<file path="config.mk">
export PLATFORM = sky130hd
export DESIGN_NAME = gl_square_scanner_flat
export DESIGN_NICKNAME = d
export VERILOG_FILES = /design/src/rtl/gl_square_scanner_if.sv /design/src/rtl/gl_square_scanner.sv /design/src/flat_wrapper.sv
export SDC_FILE = /design/constraint.sdc
export NUM_CORES = 1
export LEC_CHECK = 0
export BUFFER_PORTS_ARGS = -buffer_cell sky130_fd_sc_hd__buf_4
export CELL_PAD_IN_SITES_DETAIL_PLACEMENT = 0
export CELL_PAD_IN_SITES_GLOBAL_PLACEMENT = 2
export CORE_MARGIN = 2
export CORE_UTILIZATION = 43
export DETAILED_ROUTE_END_ITERATION = 10
export GPL_TIMING_DRIVEN = 0
export PLACE_DENSITY_LB_ADDON = 0.2
export SLEW_MARGIN = 20
export SYNTH_ARGS = -nofsm -noshare
export SYNTH_HDL_FRONTEND = slang
export SYNTH_SLANG_ARGS = --single-unit
</file>
<file path="constraint.sdc">
create_clock -name clk -period 5.2 [get_ports clk]
set_input_delay 0.52 -clock clk [delete_from_list [all_inputs] [get_ports clk]]
set_output_delay 0.52 -clock clk [all_outputs]
set_load 0.05 [all_outputs]
</file>
<file path="src/rtl/gl_square_scanner_if.sv">
// Valid/ready stream carrying square descriptors from the scanner to the drawer.
interface gl_square_scanner_if #(
    parameter int IW = 7
);
    logic          sq_valid;
    logic          sq_ready;
    logic [3:0]    sq_x;
    logic [3:0]    sq_y;
    logic [1:0]    sq_color;
    logic [IW-1:0] sq_index;

    modport master (
        output sq_valid, sq_x, sq_y, sq_color, sq_index,
        input  sq_ready
    );

    modport slave (
        input  sq_valid, sq_x, sq_y, sq_color, sq_index,
        output sq_ready
    );
endinterface

</file>
<file path="src/rtl/gl_square_scanner.sv">
// Walks the gl read port once per next_screen pulse, decodes valid words into
// square descriptors and streams them to the drawer through a small FIFO.
module gl_square_scanner #(
    parameter int DEPTH      = 128,
    parameter int FIFO_DEPTH = 4
) (
    input  logic                     clk,
    input  logic                     reset,
    input  logic                     next_screen,
    output logic [$clog2(DEPTH)-1:0] address_read_gl,
    input  logic [10:0]              data_read_gl,
    gl_square_scanner_if.master      sq,
    output logic                     busy,
    output logic                     frame_done
);
    localparam int AW = $clog2(DEPTH);
    localparam int PW = $clog2(FIFO_DEPTH);
    localparam int CW = PW + 1;
    localparam int EW = 10 + AW;

    typedef enum logic [2:0] {IDLE, ARM, SCAN, DRAIN, DONE} state_e;

    state_e        state_q;
    logic [AW-1:0] addr_q;
    logic [AW-1:0] infl_addr_q;
    logic          infl_q;
    logic          busy_q;
    logic          done_q;

    logic [EW-1:0] fifo_q [FIFO_DEPTH];
    logic [PW-1:0] wr_ptr_q;
    logic [PW-1:0] rd_ptr_q;
    logic [CW-1:0] count_q;
    logic [CW-1:0] count_d;

    logic          not_empty;
    logic          issue;
    logic          push;
    logic          pop;
    logic [CW:0]   occ;

    // Reserve a FIFO slot for every outstanding read so a push never meets a full FIFO.
    assign occ       = {1'b0, count_q} + {{CW{1'b0}}, infl_q};
    assign issue     = (state_q == SCAN) && (occ < (CW+1)'(FIFO_DEPTH));
    assign not_empty = (count_q != '0);
    assign push      = infl_q && data_read_gl[10];
    assign pop       = not_empty && sq.sq_ready;

    always_comb begin
        count_d = count_q;
        case ({push, pop})
            2'b10:   count_d = count_q + CW'(1);
            2'b01:   count_d = count_q - CW'(1);
            default: count_d = count_q;
        endcase
    end

    always_ff @(posedge clk) begin
        if (reset) begin
            state_q     <= IDLE;
            addr_q      <= '0;
            infl_addr_q <= '0;
            infl_q      <= 1'b0;
            busy_q      <= 1'b0;
            done_q      <= 1'b0;
        end else begin
            done_q <= 1'b0;
            infl_q <= issue;
            if (issue) begin
                infl_addr_q <= addr_q;
            end
            case (state_q)
                IDLE: begin
                    if (next_screen) begin
                        state_q <= ARM;
                        busy_q  <= 1'b1;
                        addr_q  <= '0;
                    end
                end
                ARM: state_q <= SCAN;
                SCAN: begin
                    if (issue) begin
                        if (addr_q == AW'(DEPTH - 1)) begin
                            state_q <= DRAIN;
                        end else begin
                            addr_q <= addr_q + AW'(1);
                        end
                    end
                end
                DRAIN: begin
                    if (!infl_q && (count_q == '0)) begin
                        state_q <= DONE;
                        done_q  <= 1'b1;
                    end
                end
                DONE: begin
                    state_q <= IDLE;
                    busy_q  <= 1'b0;
                end
                default: state_q <= IDLE;
            endcase
        end
    end

    always_ff @(posedge clk) begin
        if (reset) begin
            wr_ptr_q <= '0;
            rd_ptr_q <= '0;
            count_q  <= '0;
            for (int unsigned i = 0; i < FIFO_DEPTH; i++) begin
                fifo_q[i] <= '0;
            end
        end else begin
            if (push) begin
                fifo_q[wr_ptr_q] <= {data_read_gl[9:6], data_read_gl[5:2],
                                     data_read_gl[1:0], infl_addr_q};
                wr_ptr_q <= wr_ptr_q + PW'(1);
            end
            if (pop) begin
                rd_ptr_q <= rd_ptr_q + PW'(1);
            end
            count_q <= count_d;
        end
    end

    assign address_read_gl = addr_q;
    assign busy            = busy_q;
    assign frame_done      = done_q;
    assign sq.sq_valid     = not_empty;
    // Stale FIFO storage is masked so an empty output always reads as zero.
    assign {sq.sq_x, sq.sq_y, sq.sq_color, sq.sq_index} =
        not_empty ? fifo_q[rd_ptr_q] : '0;
endmodule

</file>
<file path="src/flat_wrapper.sv">
// flat-port wrapper written by rule: the top's interface ports become plain ports
module gl_square_scanner_flat 
#(
    parameter int DEPTH      = 128,
    parameter int FIFO_DEPTH = 4
)
  (clk, reset, next_screen, address_read_gl, data_read_gl, busy, frame_done, sq_sq_valid, sq_sq_x, sq_sq_y, sq_sq_color, sq_sq_index, sq_sq_ready);
  gl_square_scanner_if #(.IW(7)) sq_i ();
  input  logic clk;
  input  logic reset;
  input  logic next_screen;
  output logic [$clog2(DEPTH)-1:0] address_read_gl;
  input  logic [10:0] data_read_gl;
  output logic busy;
  output logic frame_done;
  output wire logic [$bits(sq_i.sq_valid)-1:0] sq_sq_valid;
  output wire logic [$bits(sq_i.sq_x)-1:0] sq_sq_x;
  output wire logic [$bits(sq_i.sq_y)-1:0] sq_sq_y;
  output wire logic [$bits(sq_i.sq_color)-1:0] sq_sq_color;
  output wire logic [$bits(sq_i.sq_index)-1:0] sq_sq_index;
  input wire logic [$bits(sq_i.sq_ready)-1:0] sq_sq_ready;
  assign sq_sq_valid = sq_i.sq_valid;
  assign sq_sq_x = sq_i.sq_x;
  assign sq_sq_y = sq_i.sq_y;
  assign sq_sq_color = sq_i.sq_color;
  assign sq_sq_index = sq_i.sq_index;
  assign sq_i.sq_ready = sq_sq_ready;
  gl_square_scanner #(.DEPTH(DEPTH), .FIFO_DEPTH(FIFO_DEPTH)) u_core (.clk(clk), .reset(reset), .next_screen(next_screen), .address_read_gl(address_read_gl), .data_read_gl(data_read_gl), .sq(sq_i), .busy(busy), .frame_done(frame_done));
endmodule
</file>
==> impl_metrics.csv <==
group,metric,value,unit
floorplanning,die_height,103,um
sta,worst_pin_slew,0.900,ns
run,maxCapViolations,0,
drt,first_pass_iters,4,
synthesis,synth_area_per_cell,12.4,um2
floorplanning,core_area,9640,um2
sta,max_freq,344,MHz
drt,vias_per_cell,4.95,
drt,wire_per_inst,15.6,um
sta,fin_setup_tns,0,ns
floorplanning,die_x,103,um
sta,fin_ws,2.30,ns
sta,hold_slack,0.448,ns
synthesis,ys_seq_area_frac,0.621,
synthesis,synth.distinct_cells,40,
setup_path,cp-end-kind,"primary output",
floorplanning,fp-row-count,36,
place,port_buffers,41,
clock_tree,htree_num_levels,3,
drt,drt-total-wl,8330,um
setup_path,cp_max_fo,10,
clock_tree,cts_buffer_depth,2,
drt,antenna_left,0,
floorplanning,floorplan.initialDensity,0.438,
setup_path,worstSetupPathType,"reg -> out",
clock_tree,cts_root_buf,"clkbuf_8",
clock_tree,holdBufCountCts,0,
run_status,status,"completed",
synthesis,synthFlopType,"edfxtp_1",
drt,drtIter0Drc,91,
sta,period_minus_slack,2.90,ns
drt,drc_errors,0,
clock_tree,cts_tree,"done",
drt,num_vias,2643,
synthesis,syn_area,4230,um2
cells_and_area,drive_above_1_share,0.209,
sta,maxSlewViolCount,0,
power_and_ir_drop,p_per_area,295,nW/um2
grt,grt_remaining_overflow,0,
place,gp_congestion,0.791,
place,pre_cts_ws,2.49,ns
sta,fin_crit_sh,0.559,
clock_tree,cts_sinks,97,
sta,grt_setup_unrepaired,"false",
grt,grt_pass1_vias,2626,
cells_and_area,final_nets,414,
place,hpwl,5720,um
clock_tree,clk_pin_slew,0.08,ns
synthesis,synth_warnings,0,
grt,antenna_found_initial,0,
setup_path,worstPathRequired,4.68,ns
grt,grt_max_degree,18,
floorplanning,dieArea,10600,um2
power_and_ir_drop,peakVddDrop,0.109,mV
setup_path,worst_setup_path_start_kind,"flop",
hold_path,hp-class,"in -> reg",
clock_tree,numCtsBuffers,9,
setup_path,worstPathArrival,2.38,ns
clock_tree,post_cts_resized,0,
sta,skew,0.00831,ns
synthesis,synth_cells,342,
clock_tree,worstSkewPairLatency,0.36,ns
power_and_ir_drop,p_leak,1.83,nW
sta,timing_hold_violations_final,0,
cells_and_area,final_cell_mix,"68 x edfxtp_1, 48 x nor2_1, 41 x buf_4",
synthesis,ys_ff_latch,97,
synthesis,synth_edf_count,68,
synthesis,ys_async_sr_fraction,0,
grt,grt.total_usage,0.173,
sta,setup_viol,0,
floorplanning,io_pins,42,
cells_and_area,syn2layout_area_growth,15.9,%
cells_and_area,n_antenna_cell,0,
grt,grt_first_pass_wirelength,13600,um
clock_tree,cts_setup_buffers,0,
synthesis,synthesis.nets,360,
cells_and_area,final_common_cell,"edfxtp_1",
sta,slew_headroom,0.400,
power_and_ir_drop,finalPower,1.45,mW
worst max-delay path: stages, from the launching register on:
cell and delay (ns):
dfxtp_1 0.31, clkbuf_1 0.40, clkbuf_1 0.55, mux4_2 0.41, and2_1 0.17, buf_4 0.18
sequential cells by signal, indices dropped and copies added, names as in the netlist, 2 cells and up, named ones only:
register,count
u_core.address_read_gl,7
u_core.count_q,3
u_core.fifo_q,68
u_core.infl_addr_q,7
u_core.rd_ptr_q,2
u_core.state_q,3
u_core.wr_ptr_q,2
worst paths after layout:
| kind | from | to | slack [ns] | depth (start not counted) |
|---|---|---|---|---|
| worst max-delay path | flop | sq_sq_index[0] | 2.30 | 5 |
| worst min-delay path | data_read_gl[4] | u_core.fifo_q[0][11] | 0.45 | 2 |
| worst max register to register | u_core.count_q[0] | u_core.count_q[2] | 3.08 | 8 |
| worst min register to register | u_core.infl_addr_q[2] | u_core.infl_addr_q[2] | 0.48 | 2 |
cells by family (layout without fill, tap and decap cells):
| family | Yosys count | after routing | synth area share |
|---|---|---|---|
| and+or+nand+nor | 146 | 146 | 0.174 |
| xor gates and xnor gates | 6 | 6 | 0.0124 |
| muxes | 17 | 17 | 0.0906 |
| adders and majority gates | 3 | 3 | 0.0107 |
| buffers and inverters | 42 | 101 | 0.0418 |
| AOI/OAI and AO/OA | 31 | 31 | 0.0494 |
| DFF | 97 | 97 | 0.621 |
metrics by stage:
step | std cells | utilization | instance area, um2
2_1_floorplan | 342 | - | 4230
3_3_place_gp | 516 | 0.488 | 4700
3_5_place_dp | 518 | 0.491 | 4730
4_1_cts | 534 | 0.507 | 4890
5_1_grt | 534 | 0.508 | 4900
6_report | 534 | 0.508 | 4900
Yosys cell counts, types with 3 or more instances:
cell type / n / share of area
edfxtp_1: 68 / 0.48
buf_2: 3 / 0.0036
dfxtp_1: 29 / 0.14
nand2_1: 26 / 0.023
or3_1: 3 / 0.0044
xor2_1: 5 / 0.010
mux4_2: 17 / 0.091
buf_1: 3 / 0.0027
a21oi_1: 15 / 0.018
clkbuf_1: 12 / 0.011
o21ai_0: 3 / 0.0036
and2_1: 35 / 0.052
inv_1: 22 / 0.020
nand3_1: 12 / 0.014
or4_1: 3 / 0.0053
nor2_1: 48 / 0.043
final cells by class:
cell class / count / area [um2]
Clock buffer: 15 / 156
Fill cell: 947 / 4740
Clock inverter: 1 / 3.75
Timing Repair Buffer: 43 / 330
Multi-Input combinational cell: 203 / 1440
Inverter: 22 / 82.6
Tap cell: 133 / 166
Buffer: 20 / 93.8
Sequential cell: 97 / 2620
report_power, final:
part | switching (mW) | leakage [nW] | internal (mW)
Sequential | 0.0111 | 0.937 | 0.848
Clock | 0.243 | 0.0794 | 0.187
Combinational | 0.0969 | 0.813 | 0.0584
Total | 0.351 | 1.83 | 1.09
metal layers:
layer	wire length (um)	vias up	share of wire	global-route usage
met5	0	-	0	0
met4	153	0	0.018	0.0749
met3	329	13	0.039	0.0271
met2	4100	47	0.49	0.293
met1	3750	1270	0.45	0.223
li1	-	1313	-	-
No activity file was read; power rests on OpenSTA's default activity.
